File: src/rtl/max_finder_ctrl.sv
// ---------------------------------------------------------------------------
// max_finder_ctrl
//
// Purpose:
//   Control FSM that scans a frame of N samples and reports the largest value
//   and its 0-based position in the frame. The magnitude comparison itself is
//   done by a shared, external greater_than block: this controller drives its
//   operands (o_gt_a / o_gt_b) and reads back the result (i_gt_f) in the
//   same cycle.
//
// Parameters:
//   N  samples per frame, 1..16
//   W  sample width, must match the shared greater_than datapath
//
// Ports:
//   i_clk       single clock, rising edge
//   i_rst       synchronous, active-high reset
//   i_start     single-cycle request to begin a frame (ignored while busy)
//   i_in_valid  sample present on i_in_data
//   i_in_data   sample value
//   o_in_ready  controller accepts a sample this cycle
//   o_gt_a      A operand to greater_than (held sample during CMP, else 0)
//   o_gt_b      B operand to greater_than (current max during CMP, else 0)
//   i_gt_f      greater_than result, 1 when o_gt_a > o_gt_b
//   o_busy      frame in progress
//   o_done      one-cycle pulse, frame result is final
//   o_max_val   largest sample of the last completed frame
//   o_max_idx   frame position of o_max_val
//
// Configuration:
//   MAX_FINDER_TIE_LAST_EN  when defined, an equal sample replaces the current
//                           max so the last of several equal maxima wins;
//                           when undefined the first one wins.
// ---------------------------------------------------------------------------
module max_finder_ctrl #(
  parameter int N = 4,
  parameter int W = 2
) (
  input  logic         i_clk,
  input  logic         i_rst,
  input  logic         i_start,
  input  logic         i_in_valid,
  input  logic [W-1:0] i_in_data,
  output logic         o_in_ready,
  output logic [W-1:0] o_gt_a,
  output logic [W-1:0] o_gt_b,
  input  logic         i_gt_f,
  output logic         o_busy,
  output logic         o_done,
  output logic [W-1:0] o_max_val,
  output logic [3:0]   o_max_idx
);

  typedef enum logic [1:0] {
    IDLE = 2'd0,
    LOAD = 2'd1,
    CMP  = 2'd2,
    DONE = 2'd3
  } state_t;

  // Frame length widened to 5 bits so that N = 16 can be compared against
  // cnt+1 without overflow.
  localparam logic [4:0] LP_N = 5'(N);

  state_t       r_state;
  logic [3:0]   r_cnt;
  logic [W-1:0] r_hold;
  logic [W-1:0] r_max_val;
  logic [3:0]   r_max_idx;
  logic         r_in_ready;
  logic         r_busy;
  logic         r_done;
  logic [W-1:0] r_gt_a;
  logic [W-1:0] r_gt_b;

  logic         w_accept;
  logic         w_update;
  logic [4:0]   w_cnt_inc;
  logic         w_last;

  // A sample is consumed only in LOAD with both sides of the handshake high.
  assign w_accept  = (r_state == LOAD) && i_in_valid && r_in_ready;

  // cnt+1 reaching N marks the final sample of the frame. The counter itself
  // is never advanced past N-1; the FSM moves to DONE instead.
  assign w_cnt_inc = {1'b0, r_cnt} + 5'd1;
  assign w_last    = (w_cnt_inc == LP_N);

  // Decides whether the held sample replaces the current max during CMP.
  // r_hold is compared directly for the tie case so the external comparator
  // only ever has to answer "strictly greater".
`ifdef MAX_FINDER_TIE_LAST_EN
  assign w_update = i_gt_f || (r_hold == r_max_val);
`else
  assign w_update = i_gt_f;
`endif

  // Main FSM. Every output is a register updated alongside the state so the
  // outputs are glitch-free: in_ready is raised on entry to LOAD, the
  // comparator operands are loaded on entry to CMP and cleared on exit, and
  // done is raised on entry to DONE and dropped on the way back to IDLE.
  always_ff @(posedge i_clk) begin
    if (i_rst) begin
      r_state    <= IDLE;
      r_cnt      <= 4'd0;
      r_hold     <= '0;
      r_max_val  <= '0;
      r_max_idx  <= 4'd0;
      r_in_ready <= 1'b0;
      r_busy     <= 1'b0;
      r_done     <= 1'b0;
      r_gt_a     <= '0;
      r_gt_b     <= '0;
    end else begin
      case (r_state)
        IDLE: begin
          r_done <= 1'b0;
          if (i_start) begin
            r_state    <= LOAD;
            r_busy     <= 1'b1;
            r_in_ready <= 1'b1;
            r_cnt      <= 4'd0;
            r_hold     <= '0;
            r_max_val  <= '0;
            r_max_idx  <= 4'd0;
          end
        end

        LOAD: begin
          if (w_accept) begin
            if (r_cnt == 4'd0) begin
              // First sample seeds the running max without a comparison.
              r_max_val <= i_in_data;
              r_max_idx <= 4'd0;
              if (w_last) begin
                r_state    <= DONE;
                r_in_ready <= 1'b0;
                r_done     <= 1'b1;
              end else begin
                r_cnt <= r_cnt + 4'd1;
              end
            end else begin
              r_hold     <= i_in_data;
              r_gt_a     <= i_in_data;
              r_gt_b     <= r_max_val;
              r_in_ready <= 1'b0;
              r_state    <= CMP;
            end
          end
        end

        CMP: begin
          if (w_update) begin
            r_max_val <= r_hold;
            r_max_idx <= r_cnt;
          end
          r_gt_a <= '0;
          r_gt_b <= '0;
          if (w_last) begin
            r_state <= DONE;
            r_done  <= 1'b1;
          end else begin
            r_cnt      <= r_cnt + 4'd1;
            r_in_ready <= 1'b1;
            r_state    <= LOAD;
          end
        end

        DONE: begin
          r_done  <= 1'b0;
          r_busy  <= 1'b0;
          r_state <= IDLE;
        end

        default: begin
          r_state    <= IDLE;
          r_in_ready <= 1'b0;
          r_busy     <= 1'b0;
          r_done     <= 1'b0;
          r_gt_a     <= '0;
          r_gt_b     <= '0;
        end
      endcase
    end
  end

  assign o_in_ready = r_in_ready;
  assign o_gt_a     = r_gt_a;
  assign o_gt_b     = r_gt_b;
  assign o_busy     = r_busy;
  assign o_done     = r_done;
  assign o_max_val  = r_max_val;
  assign o_max_idx  = r_max_idx;

endmodule

File: config.mk
export PLATFORM = sky130hd
export DESIGN_NAME = max_finder_ctrl
export DESIGN_NICKNAME = d
export VERILOG_FILES = /design/src/rtl/max_finder_ctrl.sv
export SDC_FILE = /design/constraint.sdc
export NUM_CORES = 1
export LEC_CHECK = 0
export ABC_AREA = 1
export ABC_CLOCK_PERIOD_IN_PS = 1500
export CORE_MARGIN = 10
export CORE_UTILIZATION = 55
export DETAILED_ROUTE_END_ITERATION = 10
export DONT_BUFFER_PORTS = 1
export GPL_TIMING_DRIVEN = 0
export HOLD_SLACK_MARGIN = 0.08
export PLACE_DENSITY_LB_ADDON = 0.12
export SYNTH_ARGS = -nofsm -noshare
export SYNTH_HDL_FRONTEND = slang
export SYNTH_SLANG_ARGS = --single-unit
export TNS_END_PERCENT = 1
File: constraint.sdc
create_clock -name i_clk -period 1.5 [get_ports i_clk]
set_clock_uncertainty 0.05 [all_clocks]
set_input_delay 0.15 -clock i_clk [delete_from_list [all_inputs] [get_ports i_clk]]
set_output_delay 0.15 -clock i_clk [all_outputs]
set_load 0.03 [all_outputs]
# After elaboration in Yosys (flattened, before gate mapping)
# Cells that the tools add are included.
# word_totals
word_cells	78
output_inout_bits	13
register_bits	21
in_bits	7
# op_classes
mux	38
reduce_logical	17
add_sub_neg	2
eq_ne	11
# ops
cell	count
2-to-1 mux 4 bit	7
2-to-1 mux 2 bit	13
case mux 4 bit (3 select lines)	2
case mux 2 bit (2 select lines)	3
!= test 2 bit, second input constant	5
AND reduction 5 bit	2
2-to-1 mux 1 bit	8
case mux 2 bit (4 select lines)	1
AND reduction 4 bit	2
case mux 1 bit (3 select lines)	2
case mux 2 bit (3 select lines)	1
AND reduction 3 bit	2
nonzero test 2 bit	3
adder 4 x 1 -> 5 bit, second input constant	1
equality test 5 x 3 -> 1 bit, second input constant	1
adder 4 x 1 -> 4 bit, second input constant	1
equality test 2 bit, second input constant	2
logical NOT 4 bit	1
AND reduction 2 bit	2
!= test 3 bit, second input constant	1
nonzero test 3 bit	1
equality test 2 x 1 -> 1 bit, second input constant	1
logical AND 1 bit	2
logical NOT 2 bit	1
other kinds (3)	3

# Logic depth before layout (Yosys ltp)
# logic_depth
depth_word	6
depth_mapped	11
depth_no_buf	10

# Worst setup path after synthesis
# Ideal clock, no wire load.
# synth_timing
kind	register to register
startpoint	reg r_state[1]
endpoint	reg r_max_idx[0], in the netlist o_max_idx[0]
setup_ns	0.129
t_arrival_ns	1.329
required_time_ns	1.321
path_stages_with_launch	12
slack_ns	-0.008
period_less_slack_ns	1.508
n_path_buf	1
path_cell_list	dfxtp_1 -> inv_1 -> ha_1 -> buf_6 -> nand2_4 -> nand2_4 -> nor2_8 -> nand2_4 -> nor2_8 -> nand2_1 -> nand2_1 -> nor2_1
# synth_between
elab_chain_len	5
elab_cells_between_ends	12
# synth_rtl
element	line_no	source
start: declaration	65	state_t r_state;
start signal: assignment	104	r_state <= IDLE;
start signal: assignment	119	r_state <= LOAD;
start signal: assignment	136	r_state <= DONE;
equality test 2 x 1 -> 1 bit	82, 115	
logical AND 1 bit (2 in a row)	82	assign w_accept = (r_state == LOAD) && i_in_valid && r_in_ready;
!= test 2 bit (no line)	-	
AND reduction 5 bit (no line)	-	
end signal: assignment	155	r_max_idx <= r_cnt;
end: declaration	69	logic [3:0] r_max_idx;
# Several ways; a longest one is shown, not always the timed one.
# A chain may end at the register's enable or synchronous reset.

# Worst setup path in the final report
# layout_timing
startpoint	reg r_state[1]
endpoint	reg r_max_idx[2], in the netlist o_max_idx[2]
# The elaborated chain is that of the path after synthesis.

==> impl_metrics.yaml <==
status:
  outcome: "finished, violations left"
  violations: "negative setup slack"
clock_tree:
  worstSkewPairLatency_ns: 0.32
  clk_path_buf_depth: 2
  cts_tree: "built"
  cts.sink_count: 21
  cts_htree_levels: 1
  cts_root_buffer: "clkbuf_4"
  numCtsBuffers: 3
  clkSlewWorstSetupHoldPaths_ns: 0.13
power:
  power_density_nw_per_um2: 2120
  pwr-share-seq_pct: 33.2
  netSwitchingPower_uw: 1630
  p_leak_uw: 0.000635
  vdd_ir_drop_max_mv: 1.22
  clkPwrFrac_pct: 9.0
  power_uw: 3250
  p_comb_share_pct: 57.8
  p_int_uw: 1620
  swShare_pct: 50.1
yosys:
  yosysWarnings: 0
  synth_fp_nets: 179
  netlist_area_um2: 1200
  async_reset_ff_share_pct: 0
  synth_top_area_share_pct: 35.1
  synth_edf_count: 0
  syn_inst: 166
  ys_types: 24
  synth_area_leaders: "dfxtp_1 35%, nand2_1 14%, ha_1 6.3%"
  ys_seq_area_share_pct: 35.1
  synth_top_cell_by_area: "dfxtp_1"
  synth_common_cells: "44 x nand2_1, 21 x dfxtp_1, 19 x nor2_1"
  syn_avg_cell_area_um2: 7.21
  synth_ff_type: "dfxtp_1"
  synth_seq_cells: 21
  yosysMostFrequentCell: "nand2_1"
sta:
  setup_viol: 5
  max_freq_mhz: 655
  fin_setup_tns_ns: -0.0548
  setup_ws_ns: -0.0263
  finalHoldViolCount: 0
  maxSlewViolCount: 0
  tightest_slew_ns: 0.562
  maxSlewHeadroom_pct: 62.6
  period_minus_slack_ns: 1.53
  rsz0062_at_grt: "yes"
  finalCritPeriodShare_pct: 102
die:
  fp-row-count: 16
  fp.dieH_um: 66.6
  ios: 20
  initial_core_util_pct: 59.2
  core_region_area_um2: 2020
  die_x_um: 66.6
  die_area_um2: 4440
worst_setup_path:
  crit_end: "o_max_idx[2]$_SDFFE_PP0P_"
  cp_slowest_stage_delay_ns: 0.40
  critPathArrivalTime_ns: 1.68
  startpoint_type: "flip-flop"
  worstSetupStartpoint: "r_state[1]$_SDFFE_PP0P_"
  r2r-end: "o_max_idx[2]$_SDFFE_PP0P_"
  path_cells: "inv_4 -> ha_4 -> nand2_8 -> nand2_8 -> nor2_8 -> nand2_4 -> nor2_8 -> nand2_2 -> nand2_1 -> nor2_1"
  endpoint_kind: "flip-flop"
  slowest_stage: "dfxtp_2"
  r2r_start: "r_state[1]$_SDFFE_PP0P_"
  required_ns: 1.65
  critical_path_class: "reg2reg"
  r2r_cells: 10
  cp_max_fo: 6
  r2r_slack_ns: -0.03
detailed_routing:
  dr.pass1.iters: 4
  drt-total-wl_mm: 3.17
  via_count: 1174
  via_per_inst: 5.51
  wl_per_cell_um: 14.9
  postRouteAntennaNets: 0
  drcViolationCount: 0
  first_iter_violations: 69
global_route:
  grt_overflow_total: 0
  antenna_found_initial: 0
  track_usage_pct: 14.3
  grt_pass1_wl_mm: 5.19
  grt_pass1_vias: 1108
  grt_max_degree: 13
place:
  routabilityCongestion: 0.838
  io_buffer_count: 0
  pre_cts_ws_ns: -0.199
  hpwl_mm: 2.02
finish:
  fin_nets: 200
  syn_to_final_growth_pct: 28.0
  post_route_cells_drive_above_1_share_pct: 32.8
  nFillCells: 153
  n_antenna_cell: 0
hold_path:
  holdCritStartpoint: "i_gt_f"
  hold_path_class: "in2reg"
job:
  max-cap-violations: 0
==> logic make-up after synthesis <==
kind of cell,count (synthesis),share of synthesized area (%)
buffers and inverters,25,8.58
AOI/OAI and AO/OA,24,10.9
DFF,21,35.1
adders and majority gates,6,6.28
xor gates and xnor gates,2,1.46
and+or+nand+nor,88,37.7
==> flip-flops by register name, indices dropped and copies added (netlist names) <==
signal      count
o_max_idx       4
r_cnt           4
o_gt_a          2
o_gt_b          2
o_max_val       2
r_hold          2
r_state         2
o_busy          1
o_done          1
o_in_ready      1
==> how the worst min path moves through the flow <==
stage                                            to  slack (ns)  depth (start not counted)
after floorplan              o_gt_a[0]$_SDFFE_PP0P_        0.26                          2
after global placement       o_gt_a[1]$_SDFFE_PP0P_        0.26                          2
after detailed placement     r_hold[1]$_SDFFE_PP0P_        0.28                          2
after CTS                 o_max_val[0]$_SDFFE_PP0P_        0.15                          4
after global routing      o_max_val[1]$_SDFFE_PP0P_        0.18                          4
final                     o_max_val[0]$_SDFFE_PP0P_        0.16                          4
==> power groups by stage <==
| stage | registers, uW | clock network (uW) | logic [uW] |
|---|---|---|---|
| final | 1080 | 294 | 1880 |
| after global routing | 1100 | 321 | 2100 |
| after CTS | 1060 | 296 | 1550 |
| after detailed placement | 1060 | 0 | 1300 |
| after global placement | 1050 | 0 | 1260 |
| after floorplan | 1020 | 0 | 1090 |
==> critical path: cells and delay by family, from the launching register on <==
family	cells	cell delay, ns
flip-flops	1	0.40
buffers and inverters	1	0.06
adder cells (fa/ha/maj)	1	0.20
AND/OR/NAND/NOR	8	0.68
==> layout by cell type (no fill, tap or decap), types with 4 or more instances in the layout <==
cell type / instances
nand2_1: 40
nor2_1: 16
dfxtp_1: 16
buf_4: 15
inv_1: 14
a21oi_1: 12
nand3_1: 8
nand4_1: 5
inv_2: 4
o21ai_0: 4
==> repair_timing <==
item,CTS,global route
resized for setup,14,25
hold endpoints to repair,7,0
setup buffers,10,5
endpoints found under the setup margin,16,20
hold buffers,3,0
pin swaps,6,11
==> stage by stage <==
| stage | hold slack (ns) | instances | util, % | area (um2) |
|---|---|---|---|---|
| after floorplan | 0.260 | 166 | - | 1200 |
| after global placement | 0.264 | 193 | 61.0 | 1230 |
| after detailed placement | 0.278 | 193 | 61.0 | 1230 |
| after CTS | 0.149 | 210 | 70.6 | 1430 |
| after global routing | 0.180 | 213 | 75.7 | 1530 |
| final | 0.156 | 213 | 75.7 | 1530 |
==> area by class of cell <==
type / count / area, um2 / area share [%]
Tap cell: 27 / 33.8 / 2.21
Buffer: 2 / 7.51 / 0.490
Inverter: 21 / 88.8 / 5.80
Clock buffer: 3 / 22.5 / 1.47
Timing Repair Buffer: 18 / 143 / 9.31
Multi-Input combinational cell: 120 / 797 / 52.0
Sequential cell: 21 / 434 / 28.3
Clock inverter: 1 / 5.00 / 0.327
==> layer usage <==
metal	GRT usage, %	vias to the layer above	part of all wire (%)
met5	0	-	0
met4	4.97	0	2.3
met3	2.84	10	7.6
met2	25.4	50	51
met1	16.5	544	39
li1	-	570	-
Power figures use the tool's default switching activity.
